**src/rtl/spi_frame_tx.sv**
```systemverilog
// rtl/spi_frame_tx.sv - SPI mode-0 frame transmitter, MSB first, active-low ss.
// Optional null-terminated frames: define SPI_NULL_TERM_EN.
module spi_frame_tx #(
  parameter int FRAME_BYTES    = 19,
  parameter int CLK_DIV        = 4,
  parameter int INTER_BYTE_GAP = 8
) (
  input  logic                     clk,
  input  logic                     rst,
  input  logic                     begin_transmission,
  input  logic [8*FRAME_BYTES-1:0] data_in,
  output logic                     sclk,
  output logic                     mosi,
  output logic                     ss,
  output logic                     end_transmission,
  output logic                     busy,
  output logic [4:0]               byte_count
);

  localparam int FW = 8 * FRAME_BYTES;
  localparam int LW = $clog2(FRAME_BYTES + 1);
  localparam logic [15:0] DIV_TC = 16'(CLK_DIV - 1);
  localparam logic [15:0] GAP_TC = 16'(INTER_BYTE_GAP - 1);

  typedef enum logic [1:0] {IDLE, SHIFT, GAP, DONE} state_t;

  state_t          state, state_next;
  logic [FW-1:0]   frame, frame_adv;
  logic [7:0]      shreg, next_byte;
  logic [LW-1:0]   bytes_left;
  logic [2:0]      bit_cnt;
  logic [15:0]     div_cnt, gap_cnt;
  logic            div_tc, gap_tc, byte_end, more, null_first, null_next;

  always_comb begin
    frame_adv  = frame << 8;
    next_byte  = frame_adv[FW-1 -: 8];
    div_tc     = (div_cnt == DIV_TC);
    gap_tc     = (gap_cnt == GAP_TC);
    byte_end   = div_tc && sclk && (bit_cnt == 3'd7);
    more       = (bytes_left != '0);
`ifdef SPI_NULL_TERM_EN
    // Byte 0 is only screened in its first SHIFT cycle; later bytes at GAP end.
    null_first = (byte_count == 5'd0) && (bit_cnt == 3'd0) && (div_cnt == 16'd0)
                 && !sclk && (shreg == 8'h00);
    null_next  = (next_byte == 8'h00);
`else
    null_first = 1'b0;
    null_next  = 1'b0;
`endif
    state_next = state;
    case (state)
      IDLE:  if (begin_transmission) state_next = SHIFT;
      SHIFT: begin
        if (null_first)    state_next = DONE;
        else if (byte_end) state_next = GAP;
      end
      GAP: begin
        if (gap_tc) state_next = (more && !null_next) ? SHIFT : DONE;
      end
      DONE:    state_next = IDLE;
      default: state_next = IDLE;
    endcase
  end

  always_ff @(posedge clk) begin
    if (rst) state <= IDLE;
    else     state <= state_next;
  end

  always_ff @(posedge clk) begin
    if (rst) begin
      sclk             <= 1'b0;
      mosi             <= 1'b0;
      ss               <= 1'b1;
      end_transmission <= 1'b0;
      busy             <= 1'b0;
      byte_count       <= 5'd0;
      frame            <= '0;
      shreg            <= 8'h00;
      bytes_left       <= '0;
      bit_cnt          <= 3'd0;
      div_cnt          <= 16'd0;
      gap_cnt          <= 16'd0;
    end else begin
      ss               <= !((state_next == SHIFT) || (state_next == GAP));
      end_transmission <= (state_next == DONE);
      busy             <= (state_next != IDLE);
      case (state)
        IDLE: begin
          if (begin_transmission) begin
            frame      <= data_in;
            shreg      <= data_in[FW-1 -: 8];
            mosi       <= data_in[FW-1];
            bytes_left <= LW'(FRAME_BYTES - 1);
            bit_cnt    <= 3'd0;
            div_cnt    <= 16'd0;
            sclk       <= 1'b0;
            byte_count <= 5'd0;
          end
        end
        SHIFT: begin
          if (div_tc) begin
            div_cnt <= 16'd0;
            if (sclk) begin
              sclk <= 1'b0;
              if (bit_cnt == 3'd7) begin
                byte_count <= byte_count + 5'd1;
                gap_cnt    <= 16'd0;
              end else begin
                bit_cnt <= bit_cnt + 3'd1;
                shreg   <= {shreg[6:0], 1'b0};
                mosi    <= shreg[6];
              end
            end else begin
              sclk <= 1'b1;
            end
          end else begin
            div_cnt <= div_cnt + 16'd1;
          end
        end
        GAP: begin
          gap_cnt <= gap_cnt + 16'd1;
          if (state_next == SHIFT) begin
            frame      <= frame_adv;
            shreg      <= next_byte;
            mosi       <= next_byte[7];
            bytes_left <= bytes_left - LW'(1);
            bit_cnt    <= 3'd0;
            div_cnt    <= 16'd0;
          end
        end
        default: ;
      endcase
      // Closing the frame always parks the bus, whichever state it came from.
      if (state_next == DONE) begin
        mosi <= 1'b0;
        sclk <= 1'b0;
      end
    end
  end

endmodule

```
**config.mk**
```make
export PLATFORM = sky130hd
export DESIGN_NAME = spi_frame_tx
export DESIGN_NICKNAME = d
export VERILOG_FILES = /design/src/rtl/spi_frame_tx.sv
export SDC_FILE = /design/constraint.sdc
export NUM_CORES = 1
export LEC_CHECK = 0
export CORE_ASPECT_RATIO = 1.1
export CORE_UTILIZATION = 50
export CTS_BUF_LIST = sky130_fd_sc_hd__clkbuf_8
export DETAILED_ROUTE_END_ITERATION = 6
export HOLD_SLACK_MARGIN = 0.12
export PLACE_DENSITY = 0.8
export SETUP_SLACK_MARGIN = 0.05
export SLEW_MARGIN = 20
export SYNTH_ARGS = -nofsm -noshare
export SYNTH_HDL_FRONTEND = slang
export SYNTH_SLANG_ARGS = --single-unit
```
**constraint.sdc**
```tcl
create_clock -name clk -period 6 [get_ports clk]
set_input_delay 0.6 -clock clk [delete_from_list [all_inputs] [get_ports clk]]
set_output_delay 0.6 -clock clk [all_outputs]
set_load 0.1 [all_outputs]
```
==> summary.md <==
| Metric | Value |
|---|---|
| Unrepaired setup endpoints after global routing | `no` |
| Worst EP required | `~6.5 ns` |
| Biggest cell delay along the critical path | `0.46 ns` |
| Rows | `between 50 and 60` |
| Register Area | `~4100 um2` |
| Post-Syn Instances | `roughly 1000` |
| Buffers & Inverters on Critical Path | `1` |
| Min Tclk post-route | `~3.8 ns` |
| Post-synth top area cell | `dfxtp_1` |
| Slew margin rel. | `roughly 25%` |
| Power per cell area | `~280 nW/um2` |
| Clock sinks | `roughly 200` |
| Routed WL per cell | `approximately 15 um` |
| Syn Area/Cell | `~9 um2` |
| Crit end category | `register` |
| Skew-Pair Late Insertion Delay | `between 0.5 and 0.6 ns` |
| Ys async rst share | `0%` |
| Max-Cap Viols | `0` |
| RD Place Congestion | `about 0.82` |
| Critical path arrival | `approximately 4.2 ns` |
| Multi-input gate area | `roughly 4800 um2` |
| Commonest cells in the synthesized netlist | `dfxtp_1 (203), nor2_1 (177), a211oi_1 (139)` |
| # DRC | `0` |
| Vias per inst | `approximately 5.5` |
| Max Freq | `~260 MHz` |
| Worst-path clk slew | `around 0.060 ns` |
| Worst Max-Slew Pin Slew | `1.12 ns` |
| I/O pin count | `between 150 and 200` |
| Core Area | `~18000 um2` |
| Final Hold Viols | `0` |
| CTS buffer count | `35` |
| Port-buffer cells | `between 150 and 200` |
| Hold Crit Class | `reg2reg` |
| Synth top area share | `between 40% and 50%` |
| Mapped Nets | `1167` |
| Maximum clock path buffer count | `3` |
| Startpoint Class | `register` |
| Crit Path Max Fanout | `16` |
| Leakage | `~4 nW` |
| Chip Width | `around 130 um` |
| Die area | `roughly 19000 um2` |
| GR Overflow Total | `0` |
| Filler instances | `1501` |
| GRT Total Usage | `22.4%` |
| CTS tree | `yes` |
| Via Count | `7688` |
| Clock skew | `0.0278 ns` |
| Initial Utilization | `roughly 51%` |
| Most common cell in the netlist | `dfxtp_1` |
| Hold_buf cts | `0` |
| VDD IR max | `approximately 270 uV` |
| Seq/Total Area, Yosys | `roughly 44%` |
| Crit-path cells | `ha_1 -> nor4b_4 -> nand4_2 -> o21a_1 -> a221oi_1 -> inv_1 -> ha_1 -> nor2b_1 -> or3_1 -> a21o_1 -> nand2_1 -> a21oi_1` |
| Antenna violations before repair | `0` |
| Reg2reg setup slack | `about 2.2 ns` |
| Final period utilization | `approximately 63%` |
| Root buffer cell | `clkbuf_8` |
| Critical path class | `reg2reg` |
| Final net count | `~1300` |
| Seq cells post-synth | `203` |
| Status | `finished clean` |
| Post-synth cell types | `48` |
| CTS resizes | `0` |
| DRT Pass-1 Iters | `4` |
| Htree depth | `2` |
| Number of global-route vias before repair | `7298` |
| Layout cells sized above 1 | `around 6.2%` |
| DRT iter0 DRCs | `~500` |
| CP dominant cell by count | `ha_1` |
| First-pass GRT wire length | `34900 um` |
| Die Ht | `144 um` |
| Post-CTS Setup Inserts | `0` |
| Final WL | `approximately 21000 um` |
| Largest net degree at the start of global routing | `roughly 280` |
| DRT antenna net count | `0` |
| HPWL Detailed | `approximately 14000 um` |
| Min Hold Slack | `0.481 ns` |
| Max Slew Vio Count | `0` |
| Critical Path Slowest Stage Cell | `a221oi_1` |
| Synth top area cells | `dfxtp_1 (44%), mux2i_1 (15%), a211oi_1 (11%)` |
| Main synth FF type | `dfxtp_1` |
| Top Family by Delay on Critical Path | `simple AND/OR/NAND/NOR gates` |
| # setup viols final | `0` |
| Yosys Warn Count | `0` |
| EDFF count, synth | `0` |
| Cell Area, Synth | `~9200 um2` |
| Area delta synth->final | `26.0%` |
| Setup Total Neg Slack | `0 ns` |
| Antenna cell count | `0` |
[layer usage]
layer	wire (um)	GRT usage [%]	up-vias
li1	-	-	3904
met1	9620	28.4	3545
met2	10200	37.0	189
met3	932	3.72	50
met4	705	11.2	0
met5	0	0	-
[logic make-up after synthesis]
kind of cell / count (synthesis) / synth area share (%)
muxes: 138 / 15.0
adders and majority gates: 14 / 1.91
DFF: 203 / 44.2
buffers and inverters: 92 / 3.99
xor gates and xnor gates: 20 / 1.91
AOI/OAI and AO/OA: 236 / 18.0
and+or+nand+nor: 295 / 14.9
[layout make-up]
class / count / share of cell area, %
clock buffers: 42 / 4.99
clock inverters: 18 / 0.973
inverters: 13 / 0.422
multi-input cells: 703 / 41.3
flip-flops and latches: 203 / 35.1
well taps: 238 / 2.57
repair buffers: 170 / 14.7
[placed cells by master (no fill, tap or decap), types with 10 or more instances in the layout]
master and n:
nand3_1 19, dfxtp_1 203, ha_1 13, inv_1 22, a22oi_1 15, o21ai_0 28
or3_1 14, a211oi_1 139, a21oi_1 28, clkdlybuf4s50_1 163, mux2i_1 138, nor2_1 177
xor2_1 14, nand4_1 10, nand2_1 31, clkbuf_8 42
[worst register-to-register path: cells and delay by family, from the launching register on]
| family | cells | cell delay, ns |
|---|---|---|
| simple gates | 5 | 1.63 |
| compound gates | 4 | 1.14 |
| fa+ha+maj | 2 | 0.44 |
| flops | 1 | 0.40 |
| buf+inv | 1 | 0.13 |
[report_power, final]
part           internal (mW)  total (mW)  switching [mW]
clock network          0.680        1.24           0.561
registers               1.47        1.54          0.0701
logic                  0.226       0.478           0.253
[path summary, 6_finish.rpt]
path,startpoint,end,cells after the start
max,div_cnt[0],div_cnt[1],12
min,bytes_left[0],bytes_left[0],2
max reg2reg,div_cnt[0],div_cnt[1],12
min reg2reg,bytes_left[0],bytes_left[0],2
[sequential cells by signal (all words and copies together), names as in the netlist]
signal,flops
state,2
shreg,7
bytes_left,5
bit_cnt,3
frame,144
div_cnt,16
sclk,1
ss,1
busy,1
byte_count,5
gap_cnt,16
end_transmission,1
mosi,1
[through the flow]
step	total power, mW	instance area, um2	utilization [%]	setup slack, ns	instances
6_report	3.26	11600	64.8	2.21	1387
3_3_place_gp	2.04	10900	60.9	2.41	1327
3_5_place_dp	2.05	10900	60.9	2.28	1327
2_1_floorplan	1.87	9190	-	2.74	998
4_1_cts	3.29	11600	64.8	2.24	1387
5_1_grt	3.43	11600	64.8	1.75	1387
No activity file was read; power rests on OpenSTA's default activity.
